--- config.mk ---
export PLATFORM = sky130hd
export DESIGN_NAME = instr_fetch_unit
export DESIGN_NICKNAME = d
export VERILOG_FILES = /design/src/rtl/instr_fetch_unit.sv
export SDC_FILE = /design/constraint.sdc
export NUM_CORES = 1
export LEC_CHECK = 0
export CAP_MARGIN = 20
export CORE_UTILIZATION = 32
export DETAILED_ROUTE_END_ITERATION = 16
export PLACE_DENSITY = 0.53
export SLEW_MARGIN = 25
export SYNTH_ARGS = -nofsm -noshare
export SYNTH_HDL_FRONTEND = slang
export SYNTH_SLANG_ARGS = --single-unit
--- constraint.sdc ---
create_clock -name clk -period 15.59 [get_ports clk]
set_clock_uncertainty 0.2 [all_clocks]
set_input_delay 2.3385 -clock clk [delete_from_list [all_inputs] [get_ports clk]]
set_output_delay 2.3385 -clock clk [all_outputs]
set_load 0.01 [all_outputs]
--- src/rtl/instr_fetch_unit.sv ---
// ---------------------------------------------------------------------------
// instr_fetch_unit
//
// Purpose
//   Front end for the RISC-V decode/ALU top. A program is streamed in as
//   WIDTH-bit words and captured into a local instruction buffer; a zero word
//   terminates the load. The buffer is then replayed in order to the decoder
//   over a valid/ready handshake, and completion is flagged.
//
// Parameters
//   WIDTH  instruction word width
//   DEPTH  instruction buffer entries (>= 2); AW = $clog2(DEPTH)
//
// Ports
//   clk          in   1      clock, all state on the rising edge
//   rst          in   1      asynchronous reset, active low
//   load_valid   in   1      load_data is valid this cycle
//   load_data    in   WIDTH  program word, zero marks end of program
//   load_ready   out  1      unit accepts load words (IDLE or LOAD)
//   instr        out  WIDTH  registered instruction to the decoder
//   instr_pc     out  AW     buffer index of instr
//   instr_valid  out  1      instr is valid
//   instr_ready  in   1      decoder accepts instr
//   prog_len     out  AW+1   number of words in the current program
//   done         out  1      every stored word has been delivered
//   overflow     out  1      sticky, a nonzero word was dropped (buffer full)
//   flush        in   1      synchronous abort back to IDLE
// ---------------------------------------------------------------------------
module instr_fetch_unit #(
  parameter  int WIDTH = 32,
  parameter  int DEPTH = 32,
  localparam int AW    = $clog2(DEPTH)
) (
  input  logic             clk,
  input  logic             rst,
  input  logic             load_valid,
  input  logic [WIDTH-1:0] load_data,
  output logic             load_ready,
  output logic [WIDTH-1:0] instr,
  output logic [AW-1:0]    instr_pc,
  output logic             instr_valid,
  input  logic             instr_ready,
  output logic [AW:0]      prog_len,
  output logic             done,
  output logic             overflow,
  input  logic             flush
);

  typedef enum logic [1:0] {
    S_IDLE  = 2'd0,
    S_LOAD  = 2'd1,
    S_FETCH = 2'd2,
    S_DONE  = 2'd3
  } state_t;

  // Write count saturates at DEPTH, which needs the extra bit.
  localparam logic [AW:0] FULL_CNT = (AW + 1)'(DEPTH);
  localparam logic [AW:0] ONE_CNT  = (AW + 1)'(1);

  // -------------------------------------------------------------------------
  // State
  // -------------------------------------------------------------------------
  state_t          state_reg, state_next;
  logic [AW:0]     wr_cnt_reg, wr_cnt_next;
  logic [AW-1:0]   rd_ptr_reg, rd_ptr_next;
  logic [AW:0]     prog_len_reg, prog_len_next;
  logic            overflow_reg, overflow_next;
  logic            done_reg, done_next;
  logic            instr_valid_reg, instr_valid_next;
  logic [WIDTH-1:0] instr_reg;

  // Instruction buffer (contents are never reset)
  logic [WIDTH-1:0] mem [DEPTH];

  // Buffer port controls
  logic            mem_we;
  logic [AW-1:0]   mem_waddr;
  logic            rd_en;
  logic [AW-1:0]   rd_addr;

  // -------------------------------------------------------------------------
  // Decoded conditions
  // -------------------------------------------------------------------------
  logic        word_nz;
  logic        word_end;
  logic        xfer;
  logic [AW:0] rd_next_idx;
  logic        more_words;

  assign word_nz     = load_valid && (load_data != '0);
  assign word_end    = load_valid && (load_data == '0);
  assign xfer        = instr_valid_reg && instr_ready;
  // Computed one bit wider so the compare against prog_len cannot wrap.
  assign rd_next_idx = {1'b0, rd_ptr_reg} + ONE_CNT;
  assign more_words  = rd_next_idx < prog_len_reg;

  // -------------------------------------------------------------------------
  // State register
  // -------------------------------------------------------------------------
  always_ff @(posedge clk or negedge rst) begin
    if (!rst) begin
      state_reg       <= S_IDLE;
      wr_cnt_reg      <= '0;
      rd_ptr_reg      <= '0;
      prog_len_reg    <= '0;
      overflow_reg    <= 1'b0;
      done_reg        <= 1'b0;
      instr_valid_reg <= 1'b0;
    end else begin
      state_reg       <= state_next;
      wr_cnt_reg      <= wr_cnt_next;
      rd_ptr_reg      <= rd_ptr_next;
      prog_len_reg    <= prog_len_next;
      overflow_reg    <= overflow_next;
      done_reg        <= done_next;
      instr_valid_reg <= instr_valid_next;
    end
  end

  // -------------------------------------------------------------------------
  // Next-state logic
  // -------------------------------------------------------------------------
  always_comb begin
    state_next       = state_reg;
    wr_cnt_next      = wr_cnt_reg;
    rd_ptr_next      = rd_ptr_reg;
    prog_len_next    = prog_len_reg;
    overflow_next    = overflow_reg;
    done_next        = done_reg;
    instr_valid_next = instr_valid_reg;
    mem_we           = 1'b0;
    mem_waddr        = '0;
    rd_en            = 1'b0;
    rd_addr          = '0;

    if (flush) begin
      // Abort wins over every other input, including a pending transfer.
      state_next       = S_IDLE;
      wr_cnt_next      = '0;
      rd_ptr_next      = '0;
      prog_len_next    = '0;
      overflow_next    = 1'b0;
      done_next        = 1'b0;
      instr_valid_next = 1'b0;
    end else begin
      unique case (state_reg)
        S_IDLE: begin
          // A zero word here would be an empty program: ignore it.
          if (word_nz) begin
            mem_we      = 1'b1;
            mem_waddr   = '0;
            wr_cnt_next = ONE_CNT;
            state_next  = S_LOAD;
          end
        end

        S_LOAD: begin
          if (word_nz) begin
            if (wr_cnt_reg < FULL_CNT) begin
              mem_we      = 1'b1;
              mem_waddr   = wr_cnt_reg[AW-1:0];
              wr_cnt_next = wr_cnt_reg + ONE_CNT;
            end else begin
              overflow_next = 1'b1;
            end
          end else if (word_end) begin
            // Terminator: latch length and prefetch entry 0 on the same edge
            // so the first instruction is valid on the next cycle.
            prog_len_next    = wr_cnt_reg;
            rd_ptr_next      = '0;
            rd_en            = 1'b1;
            rd_addr          = '0;
            instr_valid_next = 1'b1;
            state_next       = S_FETCH;
          end
        end

        S_FETCH: begin
          if (xfer) begin
            if (more_words) begin
              rd_ptr_next = rd_next_idx[AW-1:0];
              rd_en       = 1'b1;
              rd_addr     = rd_next_idx[AW-1:0];
            end else begin
              instr_valid_next = 1'b0;
              done_next        = 1'b1;
              state_next       = S_DONE;
            end
          end
        end

        S_DONE: begin
          // Parked until flush or reset.
        end

        default: begin
          state_next = S_IDLE;
        end
      endcase
    end
  end

  // -------------------------------------------------------------------------
  // Instruction buffer: synchronous write, registered read
  // -------------------------------------------------------------------------
  always_ff @(posedge clk) begin
    if (mem_we) begin
      mem[mem_waddr] <= load_data;
    end
  end

  // The read register only advances on a prefetch, so instr holds steady
  // while the decoder stalls.
  always_ff @(posedge clk or negedge rst) begin
    if (!rst) begin
      instr_reg <= '0;
    end else if (rd_en) begin
      instr_reg <= mem[rd_addr];
    end
  end

  // -------------------------------------------------------------------------
  // Outputs
  // -------------------------------------------------------------------------
  assign load_ready  = (state_reg == S_IDLE) || (state_reg == S_LOAD);
  assign instr       = instr_reg;
  assign instr_pc    = rd_ptr_reg;
  assign instr_valid = instr_valid_reg;
  assign prog_len    = prog_len_reg;
  assign done        = done_reg;
  assign overflow    = overflow_reg;

endmodule
==> results of run 1 <==
## power groups by stage
stage	Combinational (mW)	Clock, mW	Sequential [mW]
floorplan	0.276	0	3.27
global placement	0.450	0	3.27
detailed placement	0.452	0	3.27
CTS	0.453	2.57	3.21
global route	0.488	2.68	3.21
finish	0.451	2.54	3.21
## cells in the mapped netlist (18+ instances only)
cell / number
edfxtp_1: 1024
nand2_1: 373
nor2_1: 126
o21ai_0: 118
a31oi_1: 90
clkbuf_1: 89
mux2i_1: 76
nand3_1: 70
a21oi_1: 66
buf_2: 61
dfrtp_1: 54
mux4_2: 51
a221o_1: 50
mux2_2: 42
o221ai_1: 36
a22oi_1: 32
o22ai_1: 25
a221oi_1: 18
## kinds of logic after synthesis
group / after synthesis / synth area share, %
adders and majority gates: 10 / 0.2953
DFF: 1078 / 75.76
xor gates and xnor gates: 3 / 0.07974
muxes: 179 / 5.968
and+or+nand+nor: 633 / 6.278
AOI/OAI and AO/OA: 577 / 9.600
buffers and inverters: 191 / 2.023
## cell type report
cell class,instances,share of cell area (%)
Antenna cell,1,0.005090
Clock buffer,150,5.877
Clock inverter,48,1.005
Inverter,13,0.09926
Multi-Input combinational cell,1402,19.81
Sequential cell,1078,65.30
Tap cell,1755,4.467
Timing Repair Buffer,194,3.439
## stage by stage
| step | area, µm² | total power [mW] | setup slack [ns] | utilization, % |
|---|---|---|---|---|
| 6_report | 49160 | 6.199 | 9.034 | 37.39 |
| 5_1_grt | 49160 | 6.382 | 8.938 | 37.39 |
| 4_1_cts | 49150 | 6.236 | 9.108 | 37.39 |
| 2_1_floorplan | 42370 | 3.542 | 8.409 | - |
| 3_5_place_dp | 45770 | 3.722 | 8.391 | 34.82 |
| 3_3_place_gp | 45770 | 3.719 | 8.399 | 34.82 |
## worst paths after layout
| kind | from | endpoint | slack (ns) |
|---|---|---|---|
| setup / recovery | load_data[20] | mem[27][24]$_DFFE_PP_ | 9.03 |
| hold / removal | overflow$_DFFE_PN0P_ | overflow$_DFFE_PN0P_ | 0.30 |
| setup reg to reg | instr_pc[0]$_DFFE_PN0P_ | instr[24]$_DFFE_PN0P_ | 10.31 |
| hold reg to reg | overflow$_DFFE_PN0P_ | overflow$_DFFE_PN0P_ | 0.30 |
| max in group asynchronous | rst | instr[25]$_DFFE_PN0P_ | 13.17 |
| min in group asynchronous | rst | instr[22]$_DFFE_PN0P_ | 1.50 |
## per-layer routing
layer	global-route usage (%)	up-vias	routed length (µm)
li1	-	10800	-
met2	30.10	939	60300
met3	2.950	169	9057
met4	4.812	6	2615
met5	0	-	41
met1	26.23	13010	55540
## worst register-to-register path: cells and delay by family, from the launching register on
family	cells	cell delay, ns
multiplexers	1	0.43
AO/OA/AOI/OAI	4	0.87
XOR/XNOR	1	0.45
buffers and inverters	3	1.52
adder cells (fa/ha/maj)	2	0.58
flip-flops	1	0.32
AND/OR/NAND/NOR	3	0.76
==> flow_metrics.tcl, run 1 <==
set metrics [dict create \
    status "completed" \
    tightest_slew_ns 1.051 \
    clock-sinks 1078 \
    hold_path_depth 2 \
    finish.cell_count_without_fillers 4641 \
    die_area_mm2 0.1339 \
    ys_ff_latch 1078 \
    largest_reg_flops 1024 \
    cts_resized 0 \
    p_sw_mw 1.414 \
    cp_max_fo 33 \
    critPathRequiredTime_ns 15.69 \
    gr-total-overflow 0 \
    fillers 12260 \
    syn_nets 2718 \
    io_buffers 83 \
    yosys-top-cells-area "edfxtp_1, nand2_1, dfrtp_1, mux4_2, mux2i_1" \
    final_common_cell "edfxtp_1" \
    syn_to_final_growth_pct 16.02 \
    drv_slew 0 \
    crit_top_cell "buf_4" \
    cts_hold_buf 0 \
    htree_levels 3 \
    routed_wl_mm 127.6 \
    ant_nets 0 \
    cts_tree "done" \
    ys_async_sr_fraction_pct 5.009 \
    vias 24930 \
    layout_common_cells "edfxtp_1, nand2_1, o21ai_0" \
    setup_viol_count_final 0 \
    via_per_inst 5.371 \
    finalHoldViolations 0 \
    start_util_pct 32.23 \
    min_period_ns 6.556 \
    r2r_cells 14 \
    crit_family "simple AND/OR/NAND/NOR gates" \
    grt_first_pass_wirelength_mm 182.0 \
    nets 2843 \
    regArea_mm2 0.03210 \
    crit_path_max_incr_delay_ns 0.88 \
    rows 133 \
    slowest_stage "nor3_1" \
    fin_crit_sh_pct 42.05 \
    cts.clk_slew.worst_paths_ns 0.06 \
    hold_path_class "reg -> reg" \
    cts_root_buf "clkbuf_16" \
    drt_iter0_markers 2879 \
    core_area_mm2 0.1315 \
    synth_top_area_share_pct 72.57 \
    post_synth.cell_area_avg_um2 15.86 \
    sw_frac_of_total_pct 22.81 \
    multi_input_area_mm2 0.009738 \
    cap_violations 0 \
    drive_gt1_share_pct 14.94 \
    crit_cells 9 \
    synthCells 2671 \
    intPower_mw 4.785 \
    slew_headroom_pct 29.94 \
    pwr-share-comb_pct 7.3 \
    seq_area_frac_synth_pct 75.76 \
    grt_start_max_net_pins 144 \
    postCtsSetupBuffers 0 \
    worst-setup-path-type "in -> reg" \
    gp_congestion 0.7837 \
    p_leak_nw 16.21 \
    drc 0 \
    ioPinCount 84 \
    path_cells "clkdlybuf4s50_1 -> buf_4 -> nor4_1 -> nand4_1 -> o21ai_0 -> nor3_1 -> nand3_1 -> nor2_4 -> buf_4" \
    fmax_ghz 0.1525 \
    critPathBufInv 3 \
    dp_cells 4442 \
    clk_path_buf_depth 3 \
    die_w_um 365.9 \
    fp.dieH_um 365.9 \
    seqPwrFrac_pct 51.8 \
    dp.final_hpwl_mm 67.25 \
    clk_latency_ns 0.69 \
    worstPathArrival_ns 6.66 \
    whs_ns 0.2995 \
    yosysTopAreaCell "edfxtp_1" \
    syn_area_mm2 0.04237 \
    yosys_warnings 0 \
    track_usage_pct 18.67 \
    synthFlopType "edfxtp_1" \
    cp-start-kind "primary input" \
    clock_power_share_pct 40.9 \
    rsz0062_at_grt "false" \
    antenna_found_initial 4 \
    wl_per_cell_um 27.48 \
    yosysUniqueCellTypes 69 \
    synth_edf_count 1024 \
    p_per_area_mw_per_mm2 126.1 \
    setup_tns_ns 0 \
    first_global_vias 24440 \
    vdd_ir_drop_max_uv 88.37 \
    firstDrtPassIters 5 \
    endpoint_kind "register" \
    numCtsBuffers 107 \
]
(Power assumes the default switching activity.)
==> run 2: changes to the inputs <==
- PLACE_DENSITY: 0.53 -> 0.54
- clock period: 15.59 -> 5.75 ns (I/O delays scaled with it)
==> run 2 against run 1 <==
  * Die area stayed put
  * Power grew to 2.8 times the previous value
  * Register-to-register slack lost 9.1 ns
  * Largest power group unchanged
==> flow_metrics.tcl, run 2 (same netlist as run 1, synthesis figures left out) <==
set metrics [dict create \
    start_util_pct 32.23 \
    critPathRequiredTime_ns 6.10 \
    drive_gt1_share_pct 16.28 \
    p_per_area_mw_per_mm2 343.8 \
    worst-setup-path-type "reg -> reg" \
    worstPathArrival_ns 4.94 \
    p_leak_nw 16.57 \
    clk_path_buf_depth 3 \
    postCtsSetupBuffers 0 \
    cts_hold_buf 1 \
    antenna_found_initial 8 \
    grt_start_max_net_pins 143 \
    ant_nets 0 \
    cts_tree "done" \
    die_w_um 365.9 \
    firstDrtPassIters 6 \
    gr-total-overflow 0 \
    min_period_ns 4.587 \
    cts.clk_slew.worst_paths_ns 0.06 \
    setup_viol_count_final 0 \
    fmax_ghz 0.2180 \
    fp.dieH_um 365.9 \
    finalHoldViolations 0 \
    drc 0 \
    endpoint_kind "register" \
    io_buffers 83 \
    ioPinCount 84 \
    rows 133 \
    nets 2877 \
    largest_reg_flops 1024 \
    numCtsBuffers 106 \
    cap_violations 0 \
    wl_per_cell_um 27.66 \
    clk_latency_ns 0.71 \
    vias 25260 \
    clock-sinks 1078 \
    setup_tns_ns 0 \
    fin_crit_sh_pct 79.78 \
    drv_slew 0 \
    slew_headroom_pct 27.99 \
    finish.cell_count_without_fillers 4680 \
    cts_resized 0 \
    via_per_inst 5.397 \
    hold_path_class "reg -> reg" \
    dp_cells 4475 \
    routed_wl_mm 129.4 \
    core_area_mm2 0.1315 \
    vdd_ir_drop_max_uv 238.2 \
    track_usage_pct 19.08 \
    cp_max_fo 38 \
    drt_iter0_markers 2530 \
    syn_to_final_growth_pct 17.75 \
    dp.final_hpwl_mm 78.81 \
    htree_levels 3 \
    first_global_vias 25020 \
    status "completed" \
    grt_first_pass_wirelength_mm 184.8 \
    rsz0062_at_grt "false" \
    final_common_cell "edfxtp_1" \
    cts_root_buf "clkbuf_16" \
    die_area_mm2 0.1339 \
    layout_common_cells "edfxtp_1, nand2_1, buf_4" \
    utilization_pct 37.95 \
    cp-start-kind "register" \
    tightest_slew_ns 1.078 \
    gp_congestion 0.8259 \
]
## run 2: per-layer routing
metal	part of all wire, %	up-vias	wire, µm	track usage [%]
li1	-	10870	-	-
met1	42	13100	53840	25.72
met2	46	1060	59050	29.56
met3	8.4	225	10920	4.191
met4	4.3	10	5566	8.400
met5	0.049	-	63	0
## run 2: worst paths after layout
kind | from | end | slack [ns] | cells past startpoint
max | instr_pc[1]$_DFFE_PN0P_ | instr[12]$_DFFE_PN0P_ | 1.16 | 10
min | done$_DFFE_PN0P_ | done$_DFFE_PN0P_ | 0.33 | 2
max reg2reg | instr_pc[1]$_DFFE_PN0P_ | instr[12]$_DFFE_PN0P_ | 1.16 | 10
min reg2reg | done$_DFFE_PN0P_ | done$_DFFE_PN0P_ | 0.33 | 2
max in group asynchronous | rst | instr[27]$_DFFE_PN0P_ | 3.91 | 3
min in group asynchronous | rst | instr[5]$_DFFE_PN0P_ | 0.39 | 2
## run 2: critical path, stage by stage, from the launching register on
cell and delay, ns:
dfrtp_1 0.43, ha_1 0.29, buf_4 0.33, ha_1 0.30, a21boi_1 0.14, o2111ai_1 0.74, nand3_4 0.74, o21ai_0 0.62
o21ai_0 0.26, o22ai_1 0.26, a31oi_1 0.07
## run 2: final cells by class
type,count,area [µm²]
fillers,12160,81570
flip-flops and latches,1078,32100
multi-input cells,1402,9757
clock buffers,163,3080
well taps,1755,2196
repair buffers,229,2175
clock inverters,39,535.5
inverters,13,48.80
diodes,1,2.502
## run 2: power breakdown
part	switching, mW	internal, mW	total, mW	leakage, nW
combinational	0.876	0.425	1.30	4.86
clock	2.99	4.16	7.15	1.75
sequential	0.0414	8.66	8.71	9.96
## run 2: stage by stage
step	instance area [µm²]	hold slack [ns]	setup slack [ns]	power, mW
after global routing	49890	0.3691	0.9063	17.64
final	49900	0.3283	1.163	17.16
after floorplan	42370	0.2753	0.04462	9.603
after detailed placement	46240	0.3108	0.7193	10.17
after CTS	49870	0.3245	1.222	17.26
after global placement	46140	0.2914	0.5451	10.16
==> run 3: changes to the inputs <==
- clock period: 5.75 -> 4.2 ns (I/O delays scaled with it)
==> run 3 against run 2 <==
  * Clock power grew 32%
  * Critical path depth grew 1
  * Die area is the same
  * Final area grew 3.1%
  * Utilization grew 1.2 points
  * Global-route usage shrank 0.71 points
  * Count of clock-buffer cells in the layout shrank 21
  * Highest routed layer unchanged
==> flow_metrics.tcl, run 3 (same netlist as run 1, synthesis figures left out) <==
set metrics [dict create \
    sw_frac_of_total_pct 22.88 \
    start_util_pct 32.23 \
    p_per_area_mw_per_mm2 452.9 \
    worst-setup-path-type "reg -> reg" \
    nets 2958 \
    final_common_cell "edfxtp_1" \
    first_global_vias 24600 \
    fmax_ghz 0.2487 \
    finalPower_mw 23.30 \
    drv_slew 0 \
    endpoint_kind "register" \
    tightest_slew_ns 0.9831 \
    cp_max_fo 19 \
    grt_first_pass_wirelength_mm 180.4 \
    die_area_mm2 0.1339 \
    via_per_inst 5.271 \
    layout_common_cells "edfxtp_1, nand2_1, buf_4" \
    critPathRequiredTime_ns 4.55 \
    pwr-share-comb_pct 8.5 \
    seqPwrFrac_pct 51.0 \
    antenna_found_initial 4 \
    slew_headroom_pct 33.85 \
    clk_latency_ns 0.70 \
    core_area_mm2 0.1315 \
    worstPathArrival_ns 4.38 \
    track_usage_pct 18.37 \
    dp.final_hpwl_mm 79.39 \
    hold_path_class "reg -> reg" \
    largest_reg_flops 1024 \
    grt_start_max_net_pins 98 \
    clock-sinks 1078 \
    gr-total-overflow 0 \
    firstDrtPassIters 6 \
    die_w_um 365.9 \
    utilization_pct 39.13 \
    wl_per_cell_um 26.40 \
    hold_path_depth 2 \
    ant_nets 0 \
    clk_path_buf_depth 3 \
    status "completed" \
    gp_congestion 0.8304 \
    vias 25080 \
    htree_levels 3 \
    r2r_cells 11 \
    drt_iter0_markers 2718 \
    ioPinCount 84 \
    cts_root_buf "clkbuf_16" \
    vdd_ir_drop_max_uv 313.7 \
    routed_wl_mm 125.6 \
    cts.clk_slew.worst_paths_ns 0.06 \
    setup_tns_ns 0 \
    p_leak_nw 17.18 \
    syn_to_final_growth_pct 21.41 \
    setup_viol_count_final 0 \
    cap_violations 0 \
    cp-start-kind "register" \
    drc 0 \
    fp.dieH_um 365.9 \
    finalHoldViolations 0 \
    numCtsBuffers 105 \
    fin_crit_sh_pct 95.75 \
    intPower_mw 17.97 \
    clock_power_share_pct 40.5 \
    rsz0062_at_grt "false" \
    p_sw_mw 5.331 \
    drive_gt1_share_pct 18.53 \
    io_buffers 83 \
    rows 133 \
    min_period_ns 4.022 \
    whs_ns 0.3136 \
    cts_tree "done" \
]
-- run 3: routing by layer --
metal / track usage, % / up-vias / wire length (µm)
li1: - / 11020 / -
met3: 3.420 / 152 / 9172
met4: 6.550 / 4 / 3915
met5: 0 / - / 23
met1: 26.38 / 12960 / 56310
met2: 27.75 / 941 / 56190
-- run 3: final cells by class --
type,count,area (µm²)
diodes,3,7.507
repair buffers,310,3865
clock buffers,142,2859
inverters,13,48.80
flip-flops and latches,1078,32100
clock inverters,54,571.8
fillers,12080,80020
multi-input cells,1403,9797
well taps,1755,2196
-- run 3: power by group through the flow --
stage	registers [mW]	logic, mW	clock network [mW]
detailed placement	12.1	1.97	0
global route	11.9	2.12	9.96
CTS	11.9	1.98	9.59
finish	11.9	1.97	9.43
floorplan	12.1	1.03	0
global placement	12.1	1.96	0
-- run 3: path summary, 6_finish.rpt --
| check | startpoint | slack [ns] | endpoint |
|---|---|---|---|
| hold reg to reg | done$_DFFE_PN0P_ | 0.31 | done$_DFFE_PN0P_ |
| setup / recovery | instr_pc[2]$_DFFE_PN0P_ | 0.18 | instr[5]$_DFFE_PN0P_ |
| min in group asynchronous | rst | 0.41 | instr[18]$_DFFE_PN0P_ |
| setup reg to reg | instr_pc[2]$_DFFE_PN0P_ | 0.18 | instr[5]$_DFFE_PN0P_ |
| hold / removal | done$_DFFE_PN0P_ | 0.31 | done$_DFFE_PN0P_ |
| max in group asynchronous | rst | 2.77 | instr[3]$_DFFE_PN0P_ |
-- run 3: what timing repair did --
action	CTS	global route
pin swaps	1	0
cloned	0	1
setup endpoints to repair	1	28
gates resized for setup	0	4
hold endpoints to repair	54	0
buffers inserted	0	4
hold buffers	1	0
-- run 3: stage by stage --
| step | instance area [µm²] | setup WS [ns] | cells |
|---|---|---|---|
| after CTS | 51370 | 0.01596 | 4750 |
| after global routing | 51440 | 0.02220 | 4755 |
| after floorplan | 42390 | -0.3976 | 2671 |
| after detailed placement | 47930 | -0.1552 | 4553 |
| final | 51450 | 0.1783 | 4758 |
| after global placement | 47620 | -0.3694 | 4541 |
-- run 3: worst max-delay path, stage by stage (launching register included) --
cell      delay (ns)
dfrtp_1         0.48
nand3_1         0.12
xor2_1          0.24
inv_1           0.09
ha_1            0.33
a21oi_1         0.27
o211a_2         0.50
nand3_2         0.33
buf_4           0.36
a221o_1         0.29
o221ai_1        0.48
a31oi_1         0.17
